## src/rtl/branch_pkg.sv

```systemverilog
// Shared types and constants for the conditional-branch step sequencer.
// Holds the state encoding, branch opcode, condition codes and step counts.
package branch_pkg;

    typedef enum logic [2:0] {
        ST_IDLE = 3'd0,
        ST_T3   = 3'd3,
        ST_T4   = 3'd4,
        ST_T5   = 3'd5,
        ST_T6   = 3'd6,
        ST_DONE = 3'd7
    } state_t;

    localparam logic [4:0] OPC_BR_DEF = 5'b10010;

    // Condition field ir[20:19], decoded by the CON logic
    localparam logic [1:0] CC_ZERO     = 2'b00;
    localparam logic [1:0] CC_NONZERO  = 2'b01;
    localparam logic [1:0] CC_POSITIVE = 2'b10;
    localparam logic [1:0] CC_NEGATIVE = 2'b11;

    // Cycles from the start pulse to the done pulse, without stalls
    localparam int STEPS_FULL  = 5;
    localparam int STEPS_EARLY = 3;

    typedef struct packed {
        logic gra;
        logic rout;
        logic con_in;
        logic pc_out;
        logic y_in;
        logic c_out;
        logic alu_add;
        logic z_in;
        logic zlow_out;
        logic pc_in;
    } strobes_t;

endpackage

```

## src/rtl/branch_step_dec.sv

```systemverilog
// Combinational step-to-strobe decoder; a stalled step drives no strobes.
module branch_step_dec
    import branch_pkg::*;
(
    input  state_t   state,
    input  logic     stall,
    input  logic     con,
    output strobes_t strobes
);

    always_comb begin
        strobes = '0;
        if (!stall) begin
            unique case (state)
                ST_T3: begin
                    strobes.gra    = 1'b1;
                    strobes.rout   = 1'b1;
                    strobes.con_in = 1'b1;
                end
                ST_T4: begin
                    strobes.pc_out = 1'b1;
                    strobes.y_in   = 1'b1;
                end
                ST_T5: begin
                    strobes.c_out   = 1'b1;
                    strobes.alu_add = 1'b1;
                    strobes.z_in    = 1'b1;
                end
                ST_T6: begin
                    strobes.zlow_out = 1'b1;
                    strobes.pc_in    = con;
                end
                default: ;
            endcase
        end
    end

endmodule

```

## src/rtl/branch_seq.sv

```systemverilog
// Branch sequencer: runs T3..T6 after fetch and commits PCin only when CON is set.
// Define BR_EARLY_EXIT_EN to finish a not-taken branch straight from T4.
module branch_seq
    import branch_pkg::*;
#(
    parameter logic [4:0] OPC_BR = OPC_BR_DEF,
    parameter int         STEP_W = 3
) (
    input  logic              clk,
    input  logic              clr,
    input  logic              start,
    input  logic [31:0]       ir,
    input  logic              con,
    input  logic              stall,
    output logic              busy,
    output logic              done,
    output logic              taken,
    output logic              reject,
    output logic              gra,
    output logic              rout,
    output logic              con_in,
    output logic              pc_out,
    output logic              y_in,
    output logic              c_out,
    output logic              alu_add,
    output logic              z_in,
    output logic              zlow_out,
    output logic              pc_in,
    output logic [STEP_W-1:0] step_dbg
);

    state_t   state_reg, state_next;
    logic     taken_reg, taken_next;
    logic     reject_reg, reject_next;
    logic     is_branch;
    strobes_t strobes;
    logic     unused_ir;

    assign is_branch = (ir[31:27] == OPC_BR);
    assign unused_ir = ^ir[26:0];

    always_ff @(posedge clk or negedge clr) begin
        if (!clr) begin
            state_reg  <= ST_IDLE;
            taken_reg  <= 1'b0;
            reject_reg <= 1'b0;
        end else begin
            state_reg  <= state_next;
            taken_reg  <= taken_next;
            reject_reg <= reject_next;
        end
    end

    always_comb begin
        state_next  = state_reg;
        taken_next  = taken_reg;
        reject_next = 1'b0;
        unique case (state_reg)
            ST_IDLE: begin
                // stall is deliberately ignored here so a start is never lost
                if (start) begin
                    if (is_branch) state_next  = ST_T3;
                    else           reject_next = 1'b1;
                end
            end
            ST_T3: if (!stall) state_next = ST_T4;
            ST_T4: begin
                if (!stall) begin
`ifdef BR_EARLY_EXIT_EN
                    if (!con) begin
                        state_next = ST_DONE;
                        taken_next = 1'b0;
                    end else begin
                        state_next = ST_T5;
                    end
`else
                    state_next = ST_T5;
`endif
                end
            end
            ST_T5: if (!stall) state_next = ST_T6;
            ST_T6: begin
                if (!stall) begin
                    state_next = ST_DONE;
                    taken_next = con;
                end
            end
            ST_DONE: state_next = ST_IDLE;
            default: state_next = ST_IDLE;
        endcase
    end

    branch_step_dec u_dec (
        .state   (state_reg),
        .stall   (stall),
        .con     (con),
        .strobes (strobes)
    );

    assign gra      = strobes.gra;
    assign rout     = strobes.rout;
    assign con_in   = strobes.con_in;
    assign pc_out   = strobes.pc_out;
    assign y_in     = strobes.y_in;
    assign c_out    = strobes.c_out;
    assign alu_add  = strobes.alu_add;
    assign z_in     = strobes.z_in;
    assign zlow_out = strobes.zlow_out;
    assign pc_in    = strobes.pc_in;

    assign busy     = (state_reg != ST_IDLE);
    assign done     = (state_reg == ST_DONE);
    assign taken    = taken_reg;
    assign reject   = reject_reg;
    assign step_dbg = STEP_W'(state_reg);

endmodule
```

## config.mk

```make
export PLATFORM = sky130hd
export DESIGN_NAME = branch_seq
export DESIGN_NICKNAME = d
export VERILOG_FILES = /design/src/rtl/branch_pkg.sv /design/src/rtl/branch_step_dec.sv /design/src/rtl/branch_seq.sv
export SDC_FILE = /design/constraint.sdc
export NUM_CORES = 1
export LEC_CHECK = 0
export BUFFER_PORTS_ARGS = -buffer_cell sky130_fd_sc_hd__buf_2
export CELL_PAD_IN_SITES_DETAIL_PLACEMENT = 1
export CELL_PAD_IN_SITES_GLOBAL_PLACEMENT = 1
export CORE_ASPECT_RATIO = 1.2
export CORE_MARGIN = 5
export CORE_UTILIZATION = 19
export CTS_CLUSTER_DIAMETER = 50
export DETAILED_ROUTE_END_ITERATION = 6
export HOLD_SLACK_MARGIN = 0.08
export PLACE_DENSITY_LB_ADDON = 0.1
export SYNTH_ARGS = -nofsm -noshare
export SYNTH_HDL_FRONTEND = slang
export SYNTH_HIERARCHICAL = 1
export SYNTH_SLANG_ARGS = --single-unit
```

## constraint.sdc

```tcl
create_clock -name clk -period 1.5 [get_ports clk]
set_input_delay 0.3 -clock clk [delete_from_list [all_inputs] [get_ports clk]]
set_output_delay 0.3 -clock clk [all_outputs]
set_load 0.02 [all_outputs]
```

# After elaboration in Yosys (flattened, before gate mapping)
# Index checks and enable logic that the tools add are counted.
# totals
register_bits	5
input_bits	37
out_inout_bits	17
wordCells	35
# classes
eq_ne	12
mux	15
bitwise	1
n_reduce_logical	4
# op_table
operator	n
2-to-1 mux 3 bit	8
case mux 3 bit (5 select lines)	1
equality test 3 bit, second input constant	4
!= test 2 bit, second input constant	6
2-to-1 mux 10 bit	1
AND reduction 6 bit	1
equality test 5 bit, second input constant	1
2-to-1 mux 2 bit	2
equality test 3 x 2 -> 1 bit, second input constant	1
logical NOT 3 bit	1
2-to-1 mux 1 bit	3
nonzero test 3 bit	1
AND reduction 2 bit	1
inverter 1 bit	1

# Longest topological paths before layout
# Gate-level depths: netlist of run 1.
# logic_depth
ltp_word	4
depth_mapped	4
depth_no_buf	3

# Modules after synthesis
# Netlist of run 1, hierarchy kept.
# modules_own_cells
mod	n_inst	cells_per_inst	area_per_inst_um2
branch_seq	1	28	319.1
branch_step_dec	1	11	86.3

# Least setup slack after synthesis of run 1
# OpenSTA, ideal clock, no wires.
# synth_path
kind	register to output
from	reg state_reg[0] (netlist: step_dbg[0])
to	out pc_out
arrival_ns	1.655
required_ns	1.200
path_slack_ns	-0.455
stages_incl_launch_ff	3
path_buffers	1
path_cell_list	dfrtp_1 > nor4b_1 > buf_4
# synth_via
elab_chain_len	3
# synth_lines
item	line_no	rtl
start: declaration	branch_seq.sv:32	state_t state_reg, state_next;
start signal: assignment	branch_seq.sv:48	state_reg <= state_next;
equality test 3 bit	branch_step_dec.sv:14	unique case (state)
2-to-1 mux 2 bit	branch_step_dec.sv:14	
2-to-1 mux 10 bit	branch_step_dec.sv:13	if (!stall) begin
end: declaration	branch_seq.sv:22	output logic pc_out,
# No other way between the ends.

# Worst setup path in the final report of run 1
# layout_path
from	reg state_reg[2] (netlist: step_dbg[2])
to	out busy
# layout_via
elab_chain_len	1
# layout_lines
item	line_no	rtl
nonzero test 3 bit	branch_seq.sv:111	assign busy = (state_reg != ST_IDLE);
end: declaration	branch_seq.sv:15	output logic busy,
# No other way between the ends.

==> metrics.md, run 1 <==
| Metric | Value |
|---|---|
| Run status | `finished with violations` |
| Failing checks | `setup timing` |
| Net Count, Synth | `76` |
| Root buf cell | `clkbuf_4` |
| # rows | `18` |
| DP HPWL | `876.1 microns` |
| Routed Antenna Nets | `0` |
| Synth top area share | `30.86%` |
| NumNets Final | `112` |
| Reg2reg setup slack | `0.08 ns` |
| Reg clk slew, reported paths | `0.04 ns` |
| First DRT Iteration DRCs | `1` |
| Cells along the critical path | `or3_4 -> buf_6` |
| WL met2 | `674 microns` |
| GPL Wtd Cong | `0.6499` |
| Die Ht | `60.60 microns` |
| Hold Fails Final Rpt | `0` |
| FF-to-FF Start | `step_dbg[1]` |
| Worst setup startpoint | `step_dbg[2]` |
| Die X | `52.17 microns` |
| Max transition margin | `85.07%` |
| DRC | `0` |
| Area growth syn-to-layout | `75.00%` |
| Worst-Margin Slew | `0.2229 ns` |
| Highest routed layer | `met3` |
| Crit path max-delay family | `flip-flops` |
| IO buf count | `26` |
| Setup crit end kind | `output pin` |
| Worst-skew pair later-pin latency | `0.24 ns` |
| Layout cells sized above 1 | `68.92%` |
| M1 WL | `441 microns` |
| Top post-synthesis cells by count | `5 x buf_4, 5 x dfrtp_1` |
| Worst path depth | `2` |
| DR WL/cell | `11.48 microns` |
| DIE AREA | `3161 sq um` |
| CTS H-Tree Depth | `1` |
| F_max | `648.5 MHz` |
| Initial Utilization | `19.78%` |
| First-pass iteration count of the detailed router | `2` |
| Worst Path Buf+Inv | `1` |
| Global-route wire length before repair | `1821 microns` |
| Met3 wire len | `78 microns` |
| Post-Place Setup Slack | `0.1043 ns` |
| Via Count | `424` |
| TritonCTS Buffers | `3` |
| CTS max path bufs | `2` |
| Yosys reg bits | `5` |
| CP max stage delay | `0.45 ns` |
| Ys flop type | `dfrtp_1` |
| Top post-synthesis cells by area | `dfrtp_1 31%, buf_4 9.3%, and4bb_1 6.2%` |
| Synth area leader | `dfrtp_1` |
| Syn Area/Cell | `10.39 sq um` |
| PwrDens | `1800 nW/um^2` |
| Max reg flops | `3` |
| Sequential area share after synthesis | `30.86%` |
| Final wirelength | `1194 microns` |
| Min cycle time layout | `1.542 ns` |
| Worst Path Max Fanout | `8` |
| HP Class | `in2reg` |
| Setup tns final | `-0.07920 ns` |
| CTS sink cnt | `5` |
| Critical Path AT | `1.24 ns` |
| Ports | `54` |
| Total Routing Usage GR | `7.481%` |
| Clock skew | `0.0001475 ns` |
| GRT overflow | `0` |
| Initial antenna violation count | `0` |
| Vias in the first global route | `430` |
| Vias per inst | `4.077` |
| Cell variety after synth | `25` |
| Antenna cells | `0` |
| Slew Viols, Final | `0` |
| Synth Cell Area | `405.4 sq um` |
| YS warnings | `6` |
| Final worst slack | `-0.04213 ns` |
| Critical path capture point | `busy` |
| CP required | `1.20 ns` |
| Startpoint types | `register` |
| Number of synthesized flops with an enable pin | `0` |
| Asr flop ratio synth | `100.0%` |
| Final worst-path cycle share | `102.8%` |
| Critical R2R Capture | `step_dbg[0]` |
| Final setup viols | `4` |
| CTS tree | `built` |
| R2R cell count | `5` |
| Core area | `2049 sq um` |
| VDD IR max | `0.7605 mV` |
| Crit Path Category | `reg2out` |
| Max-cap violations | `0` |
| RSZ-0062 raised after global routing | `yes` |
| Post-Synthesis Cells | `39` |
| Largest net degree at the start of global routing | `9` |
| Leakage | `0.3582 nW` |
| Crit path max-delay cell type | `dfrtp_2` |
## per-stage QoR
step / cell area, sq um / total power, W / hold slack, ns / instances / utilization (%)
6_report: 709.4 / 0.001277 / 0.3077 / 104 / 34.62
4_1_cts: 670.6 / 0.001222 / 0.3050 / 102 / 32.72
3_3_place_gp: 571.8 / 0.0009520 / 0.1162 / 93 / 27.90
3_5_place_dp: 571.8 / 0.0009488 / 0.1162 / 93 / 27.90
5_1_grt: 709.4 / 0.001367 / 0.3231 / 104 / 34.62
2_1_floorplan: 426.7 / 0.0007482 / 0.004409 / 39 / -
## cell families (layout without fill, tap and decap cells)
family	count (synthesis)	in the layout	share of synthesized area, %
AO/OA/AOI/OAI	6	6	9.260
flip-flops	5	5	30.86
buffers and inverters	8	43	15.74
XOR/XNOR	1	1	2.161
AND/OR/NAND/NOR	18	18	39.20
multiplexers	1	1	2.778
## cell usage in the layout (no fill, tap or decap), drive strengths merged, types with 2 or more instances in the layout
cell,n
and4bb,2
buf,37
nor3b,2
dfrtp,5
nor4b,2
clkbuf,4
a21oi,2
nor3,2
nand2,2
## worst min path at each step
stage             end  from  cells past startpoint  slack [ns]
2_1_floorplan  reject   clr                      0       0.004
3_3_place_gp    taken   clr                      1        0.12
5_1_grt         taken   con                      2        0.32
3_5_place_dp   reject   clr                      1        0.12
6_report        taken   con                      2        0.31
4_1_cts         taken   con                      2        0.31
## metal layers
metal,global-route usage [%],vias up
li1,-,208
met1,8.546,198
met2,14.36,18
met3,0.2457,0
met4,3.285,0
met5,0,-
## area by class of cell
class                      instances  area, sq um
inverter                           1        3.754
tap                               30        37.54
clock buffer                       4        26.28
multi-input combinational         26        245.2
fill                             246         1340
timing repair buffer              38        267.8
sequential                         5        128.9
## report_power, final
group,leakage [nW],internal [W],switching [W]
Clock,0.0150,0.000100,0.0000509
Combinational,0.284,0.000434,0.000403
Sequential,0.0597,0.000201,0.0000876
## repair_timing
| action | in CTS | in global routing |
|---|---|---|
| setup buffers | 4 | 2 |
| endpoints found under the setup margin | 12 | 11 |
| gates resized for setup | 11 | 8 |
| hold buffers | 1 | 0 |
| hold endpoints to repair | 5 | 0 |
| pin swaps | 3 | 4 |
| cloned | 0 | 0 |
(Power assumes the default switching activity.)
==> run 2, diff against run 1 <==
--- a/config.mk
+++ b/config.mk
@@ -5,12 +5,13 @@
 export SDC_FILE = /design/constraint.sdc
 export NUM_CORES = 1
 export LEC_CHECK = 0
+export ABC_AREA = 1
 export BUFFER_PORTS_ARGS = -buffer_cell sky130_fd_sc_hd__buf_2
 export CELL_PAD_IN_SITES_DETAIL_PLACEMENT = 1
 export CELL_PAD_IN_SITES_GLOBAL_PLACEMENT = 1
 export CORE_ASPECT_RATIO = 1.2
 export CORE_MARGIN = 5
-export CORE_UTILIZATION = 19
+export CORE_UTILIZATION = 17
 export CTS_CLUSTER_DIAMETER = 50
 export DETAILED_ROUTE_END_ITERATION = 6
 export HOLD_SLACK_MARGIN = 0.08
==> run 2 against run 1 <==
Compared with the run above:
- the run now ends clean
- synthesized cell count grew 69%
- critical path depth grew 2
- fmax grew 3.9%
- non-clock buffer count grew 1
- sequential power shrank 10%
- clock power grew 5%
- global-route usage grew 0.82 points
- final cell count grew 30%
- via count grew 28%
- die area grew 11%
- flip-flop and latch count is the same
- register-to-register slack gained 0.17 ns
- largest cell class unchanged
- highest routed layer is now met4
==> metrics.md, run 2 <==
| Metric | Value |
|---|---|
| Final wirelength | `1415 microns (+19%)` |
| NumNets Final | `142 (+27%)` |
| TritonCTS Buffers | `3 (unchanged)` |
| Final setup viols | `0 (-4)` |
| Sw Ratio | `47.84% (+5.4 points)` |
| Cells along the critical path | `buf_6 -> inv_2 -> nor3_4 -> buf_6` |
| Antenna cells | `0 (unchanged)` |
| Hold Fails Final Rpt | `0 (unchanged)` |
| Max transition margin | `85.21% (+0.13 points)` |
| Run status | `finished clean` |
| Most frequent cells in the layout | `16 x buf_2, 14 x buf_4, 13 x inv_1, 13 x nand2_1` |
| CTS sink cnt | `5 (unchanged)` |
| Critical Path AT | `1.18 ns (-0.06 ns)` |
| Clock share of power | `11.6% (-0.2 points)` |
| DIE AREA | `3510 sq um (+11%)` |
| CTS tree | `built` |
| Reg2reg setup slack | `0.25 ns (+0.17 ns)` |
| Synth Cell Area | `411.6 sq um (+1.5%)` |
| Most frequent cell after synthesis | `nand2_1` |
| F_max | `673.5 MHz (+3.9%)` |
| Max-cap violations | `0 (unchanged)` |
| Finished Cell Area | `769.5 sq um (+8.5%)` |
| Startpoint types | `register` |
| Post-DP Area | `595.6 sq um (+4.2%)` |
| HP Class | `in2reg` |
| Switch Pwr | `0.0006488 W (+20%)` |
| DP HPWL | `1100 microns (+26%)` |
| Via Count | `542 (+28%)` |
| Hold Path Depth | `3 (+1)` |
| DRC | `0 (unchanged)` |
| Hold Slack | `0.3092 ns (+0.001437 ns)` |
| Post-Synthesis Cells | `66 (+69%)` |
| Total Routing Usage GR | `8.303% (+0.82 points)` |
| Finished Core Util | `33.37% (-1.2 points)` |
| P_int | `0.0007073 W (-3.8%)` |
| Leakage | `0.4450 nW (+24%)` |
| Initial Utilization | `17.85% (-1.9 points)` |
| CP most frequent cell | `buf_6` |
| Die Ht | `63.91 microns (+5.5%)` |
| Crit path max-delay cell type | `dfrtp_2` |
| Sequential area share after synthesis | `30.40% (-0.47 points)` |
| CTS H-Tree Depth | `1 (unchanged)` |
| Vias in the first global route | `526 (+22%)` |
| Synth area leader | `dfrtp_1` |
| GPL Wtd Cong | `0.7114 (+9.5%)` |
| CP required | `1.20 ns (about the same)` |
| CTS max path bufs | `2 (unchanged)` |
| YS warnings | `6 (unchanged)` |
| Crit Path Category | `reg2out` |
| Worst-Margin Slew | `0.2212 ns (-0.001777 ns)` |
| Max reg flops | `3 (unchanged)` |
| Ports | `54 (unchanged)` |
| Top post-synthesis cells by area | `dfrtp_1 30%, nand2_1 16%, inv_1 13%` |
| Cell variety after synth | `14 (-44%)` |
| Core area | `2306 sq um (+13%)` |
| Ys flop type | `dfrtp_1` |
| # rows | `19 (+1)` |
| Largest net degree at the start of global routing | `7 (-2)` |
| Initial antenna violation count | `0 (unchanged)` |
| Total power draw | `0.001356 W (+6.2%)` |
| VDD IR max | `0.6298 mV (-17%)` |
| Clock skew | `0.005538 ns (+0.005391 ns)` |
| Area growth syn-to-layout | `86.93%` |
| Slew Viols, Final | `0 (unchanged)` |
| RSZ-0062 raised after global routing | `yes` |
| Die X | `54.92 microns (+5.3%)` |
| PwrDens | `1762 nW/um^2 (-2.1%)` |
| Synth top area share | `30.40% (-0.47 points)` |
| Setup crit end kind | `output pin` |
| Top post-synthesis cells by count | `17 x nand2_1, 14 x inv_1, 8 x nand3_1` |
| CP max stage delay | `0.40 ns (-0.05 ns)` |
| Layout cells sized above 1 | `55.77% (-13 points)` |
| Global-route wire length before repair | `2201 microns (+21%)` |
| Worst-skew pair later-pin latency | `0.24 ns (about the same)` |
| IO buf count | `26 (unchanged)` |
| Asr flop ratio synth | `100.0% (unchanged)` |
| DR WL/cell | `10.48 microns (-8.7%)` |
| Reg clk slew, reported paths | `0.05 ns (about the same)` |
| Number of synthesized flops with an enable pin | `0 (unchanged)` |
| Commonest non-fill, non-tap cell in the layout | `buf_2` |
| Sequential Power Share | `19.1% (-3.5 points)` |
| Final worst-path cycle share | `98.98% (-3.8 points)` |
| Combinational power share | `69.3% (+3.7 points)` |
| Root buf cell | `clkbuf_4` |
| First DRT Iteration DRCs | `7 (+6)` |
| Worst Path Max Fanout | `4 (-4)` |
| Net Count, Synth | `103 (+36%)` |
| GRT overflow | `0 (unchanged)` |
| Syn Area/Cell | `6.237 sq um (-40%)` |
| Yosys reg bits | `5 (unchanged)` |
| Vias per inst | `4.015 (-1.5%)` |
| Routed Antenna Nets | `0 (unchanged)` |
| Min cycle time layout | `1.485 ns (-0.05746 ns)` |
| Setup tns final | `0 ns (+0.07920 ns)` |
| R2R cell count | `7 (+2)` |
| First-pass iteration count of the detailed router | `4 (+2)` |
## run 2: metal layers
metal	share of wire (%)	GRT usage, %	vias to the layer above
met5	0	0	-
met4	1.2	3.647	0
met3	4.7	1.395	2
met2	54	13.76	19
met1	40	10.16	248
li1	-	-	273
## run 2: final cells by class
cell class                      count  area (sq um)
Clock buffer                        4         26.28
Timing Repair Buffer               39         285.3
Tap cell                           31         38.79
Fill cell                         299          1536
Sequential cell                     5         128.9
Inverter                           16         62.56
Multi-Input combinational cell     40         227.7
## run 2: timing repair
item                                    in CTS  in global routing
resized for setup                           10                 19
endpoints found under the hold margin        5                  0
endpoints found under the setup margin      11                 11
gates cloned                                 0                  0
pin swaps                                    3                  1
setup buffers                                6                  1
hold buffers                                 1                  0
## run 2: path summary, 6_finish.rpt
path                              from     endpoint
max                        step_dbg[0]         z_in
min in group asynchronous          clr        taken
max reg2reg                step_dbg[2]  step_dbg[1]
min                              start       reject
min reg2reg                      taken        taken
max in group asynchronous          clr  step_dbg[1]
## run 2: worst max-delay path: cells and delay by family, from the launching register on
family	cells	cell delay, ns
flops	1	0.40
simple gates	1	0.24
buf+inv	3	0.31
## run 2: cell families (layout without fill, tap and decap cells)
group | Yosys count | count (layout) | share of synthesized area, %
buf+inv | 21 | 59 | 23.71
simple gates | 37 | 37 | 41.64
compound gates | 3 | 3 | 4.254
flops | 5 | 5 | 30.40
## run 2: power by group through the flow
stage                     registers (W)  clock network (W)  logic, W
after floorplan                0.000338                  0  0.000376
after global placement         0.000265                  0  0.000717
after detailed placement       0.000265                  0  0.000720
after CTS                      0.000259           0.000163  0.000865
after global routing           0.000267           0.000172   0.00104
final                          0.000259           0.000158  0.000939
## run 2: through the flow
| stage | setup WS [ns] | std cells |
|---|---|---|
| after global routing | -0.05283 | 135 |
| after floorplan | -0.08182 | 66 |
| after detailed placement | 0.1573 | 123 |
| after global placement | 0.1446 | 123 |
| final | 0.01533 | 135 |
| after CTS | -0.01713 | 134 |
==> run 3, diff against run 2 <==
--- a/config.mk
+++ b/config.mk
@@ -9,7 +9,6 @@
 export BUFFER_PORTS_ARGS = -buffer_cell sky130_fd_sc_hd__buf_2
 export CELL_PAD_IN_SITES_DETAIL_PLACEMENT = 1
 export CELL_PAD_IN_SITES_GLOBAL_PLACEMENT = 1
-export CORE_ASPECT_RATIO = 1.2
 export CORE_MARGIN = 5
 export CORE_UTILIZATION = 17
 export CTS_CLUSTER_DIAMETER = 50
==> run 3 against run 2 <==
Compared with the run above:
- via count shrank 4.4%
- count of clock-buffer cells in the layout is the same
- first-iteration DRC count shrank 14%
- sequential share of layout area grew 0.59 points
- register-to-register slack lost 0.05 ns
- final cell count shrank 4.4%
- routed wire length grew 0.42%
- critical path depth grew 1
- largest power group unchanged
==> metrics.md, run 3 (synthesis results as in run 2) <==
| Metric | Value |
|---|---|
| Run status | `finished clean` |
| Layout cells sized above 1 | `55.45% (-0.32 points)` |
| Worst-Margin Slew | `0.1855 ns (-0.03565 ns)` |
| Via Count | `518 (-4.4%)` |
| NumNets Final | `139 (-2.1%)` |
| # rows | `17 (-2)` |
| CP max stage delay | `0.44 ns (+0.04 ns)` |
| CTS max path bufs | `2 (unchanged)` |
| VDD IR max | `0.8559 mV (+36%)` |
| Ports | `54 (unchanged)` |
| FF-to-FF Start | `step_dbg[2]` |
| CTS tree | `built` |
| Worst-skew pair later-pin latency | `0.24 ns (about the same)` |
| CP required | `1.20 ns (about the same)` |
| Routed Antenna Nets | `0 (unchanged)` |
| Initial antenna violation count | `0 (unchanged)` |
| PwrDens | `1781 nW/um^2 (+1.1%)` |
| Die X | `59.21 microns (+7.8%)` |
| First-pass iteration count of the detailed router | `3 (-1)` |
| Vias per inst | `4.016 (about the same)` |
| Setup crit end kind | `output pin` |
| Initial Utilization | `18.26% (+0.41 points)` |
| Worst setup startpoint | `step_dbg[0]` |
| CP most frequent cell | `inv_1` |
| Core area | `2255 sq um (-2.2%)` |
| DRC | `0 (unchanged)` |
| DP HPWL | `1082 microns (-1.6%)` |
| Total Routing Usage GR | `8.411% (+0.11 points)` |
| Largest net degree at the start of global routing | `7 (unchanged)` |
| Critical path capture point | `busy` |
| Root buf cell | `clkbuf_4` |
| CTS H-Tree Depth | `1 (unchanged)` |
| Max transition margin | `87.59% (+2.4 points)` |
| Setup tns final | `0 ns (unchanged)` |
| F_max | `671.5 MHz (-0.31%)` |
| Final setup viols | `0 (unchanged)` |
| R2R cell count | `8 (+1)` |
| Reg2reg setup slack | `0.20 ns (-0.05 ns)` |
| Hold Fails Final Rpt | `0 (unchanged)` |
| Final wirelength | `1421 microns (+0.42%)` |
| Antenna cells | `0 (unchanged)` |
| Max reg flops | `3 (unchanged)` |
| Startpoint types | `register` |
| Global-route wire length before repair | `2249 microns (+2.2%)` |
| TritonCTS Buffers | `3 (unchanged)` |
| Die Ht | `59.21 microns (-7.3%)` |
| DIE AREA | `3506 sq um (-0.11%)` |
| IO buf count | `26 (unchanged)` |
| Crit Path Category | `reg2out` |
| Hold_sp | `start` |
| Min cycle time layout | `1.489 ns (+0.004576 ns)` |
| Max-cap violations | `0 (unchanged)` |
| Reg clk slew, reported paths | `0.04 ns (about the same)` |
| Commonest non-fill, non-tap cell in the layout | `buf_2` |
| Clock skew | `0.002965 ns (-0.002573 ns)` |
| Finished Core Util | `32.96% (-0.41 points)` |
| HP Class | `in2reg` |
| RSZ-0062 raised after global routing | `yes` |
| DR WL/cell | `11.02 microns (+5.1%)` |
| Crit path max-delay cell type | `dfrtp_2` |
| Critical Path AT | `1.19 ns (about the same)` |
| Vias in the first global route | `524 (-0.38%)` |
| First DRT Iteration DRCs | `6 (-1)` |
| Critical R2R Capture | `step_dbg[1]` |
| GRT overflow | `0 (unchanged)` |
| Worst Path Max Fanout | `5 (+1)` |
| Final worst-path cycle share | `99.28% (+0.31 points)` |
| Area growth syn-to-layout | `80.55%` |
| Most frequent cells in the layout | `17 x buf_2, 14 x buf_4, 13 x inv_1, 13 x nand2_1, 7 x nand3_1` |
| GPL Wtd Cong | `0.6553 (-7.9%)` |
| Cells along the critical path | `inv_1 -> nand2_2 -> nor2_4 -> inv_1 -> buf_2` |
| CTS sink cnt | `5 (unchanged)` |
| Leakage | `0.4368 nW (-1.8%)` |
| Slew Viols, Final | `0 (unchanged)` |
-- run 3: cell count changes in the layout (fill, tap and decap cells not counted), sizes merged --
cell and change:
buf -3
-- run 3: layout make-up --
cell class	instances	area (sq um)
inverters	16	60.06
well taps	28	35.03
clock buffers	4	26.28
fillers	305	1511
flip-flops and latches	5	128.9
multi-input cells	40	239.0
repair buffers	36	254.0
-- run 3: layer usage --
metal  share of wire, %  vias to the layer above  GRT usage [%]
li1                   -                      267              -
met2                 49                       18          13.42
met1                 44                      233          10.58
met4                  0                        0          4.854
met5                  0                        -              0
met3                6.7                        0          1.307
-- run 3: worst min path at each step --
stage	end	slack, ns	cells past startpoint
floorplan	reject	0.004	0
detailed placement	taken	0.12	1
finish	reject	0.32	3
global route	reject	0.34	3
global placement	taken	0.12	1
CTS	reject	0.31	3
-- run 3: repair_timing --
action | 4_1_cts | 5_1_grt
endpoints found under the hold margin | 5 | 0
gates resized for setup | 10 | 14
hold buffers | 1 | 0
pin swaps | 0 | 2
endpoints found under the setup margin | 12 | 12
gates cloned | 0 | 0
buffers inserted | 6 | 1
-- run 3: per-stage QoR --
stage          hold WS [ns]  cell area, sq um  instances  power (W)  setup slack (ns)
4_1_cts              0.3113             691.9        128   0.001252          -0.04450
3_5_place_dp         0.1219             569.3        117  0.0009362           0.07659
6_report             0.3181             743.2        129   0.001324           0.01075
5_1_grt              0.3407             743.2        129   0.001442          -0.07684
3_3_place_gp         0.1169             569.3        117  0.0009331           0.08120
2_1_floorplan      0.004409             426.7         66  0.0007141          -0.08182
-- run 3: power by group --
group          leakage (nW)  switching (W)  total [W]  internal, W
Clock                0.0150      0.0000531   0.000154     0.000100
Combinational         0.361       0.000542   0.000918     0.000376
Sequential           0.0604      0.0000552   0.000253     0.000197
Total                 0.437       0.000650    0.00132     0.000674
-- run 3: critical path, delay by kind of cell, from the launching register on --
kind,cells,cell delay [ns]
and+or+nand+nor,2,0.19
buffers and inverters,3,0.31
DFF,1,0.44
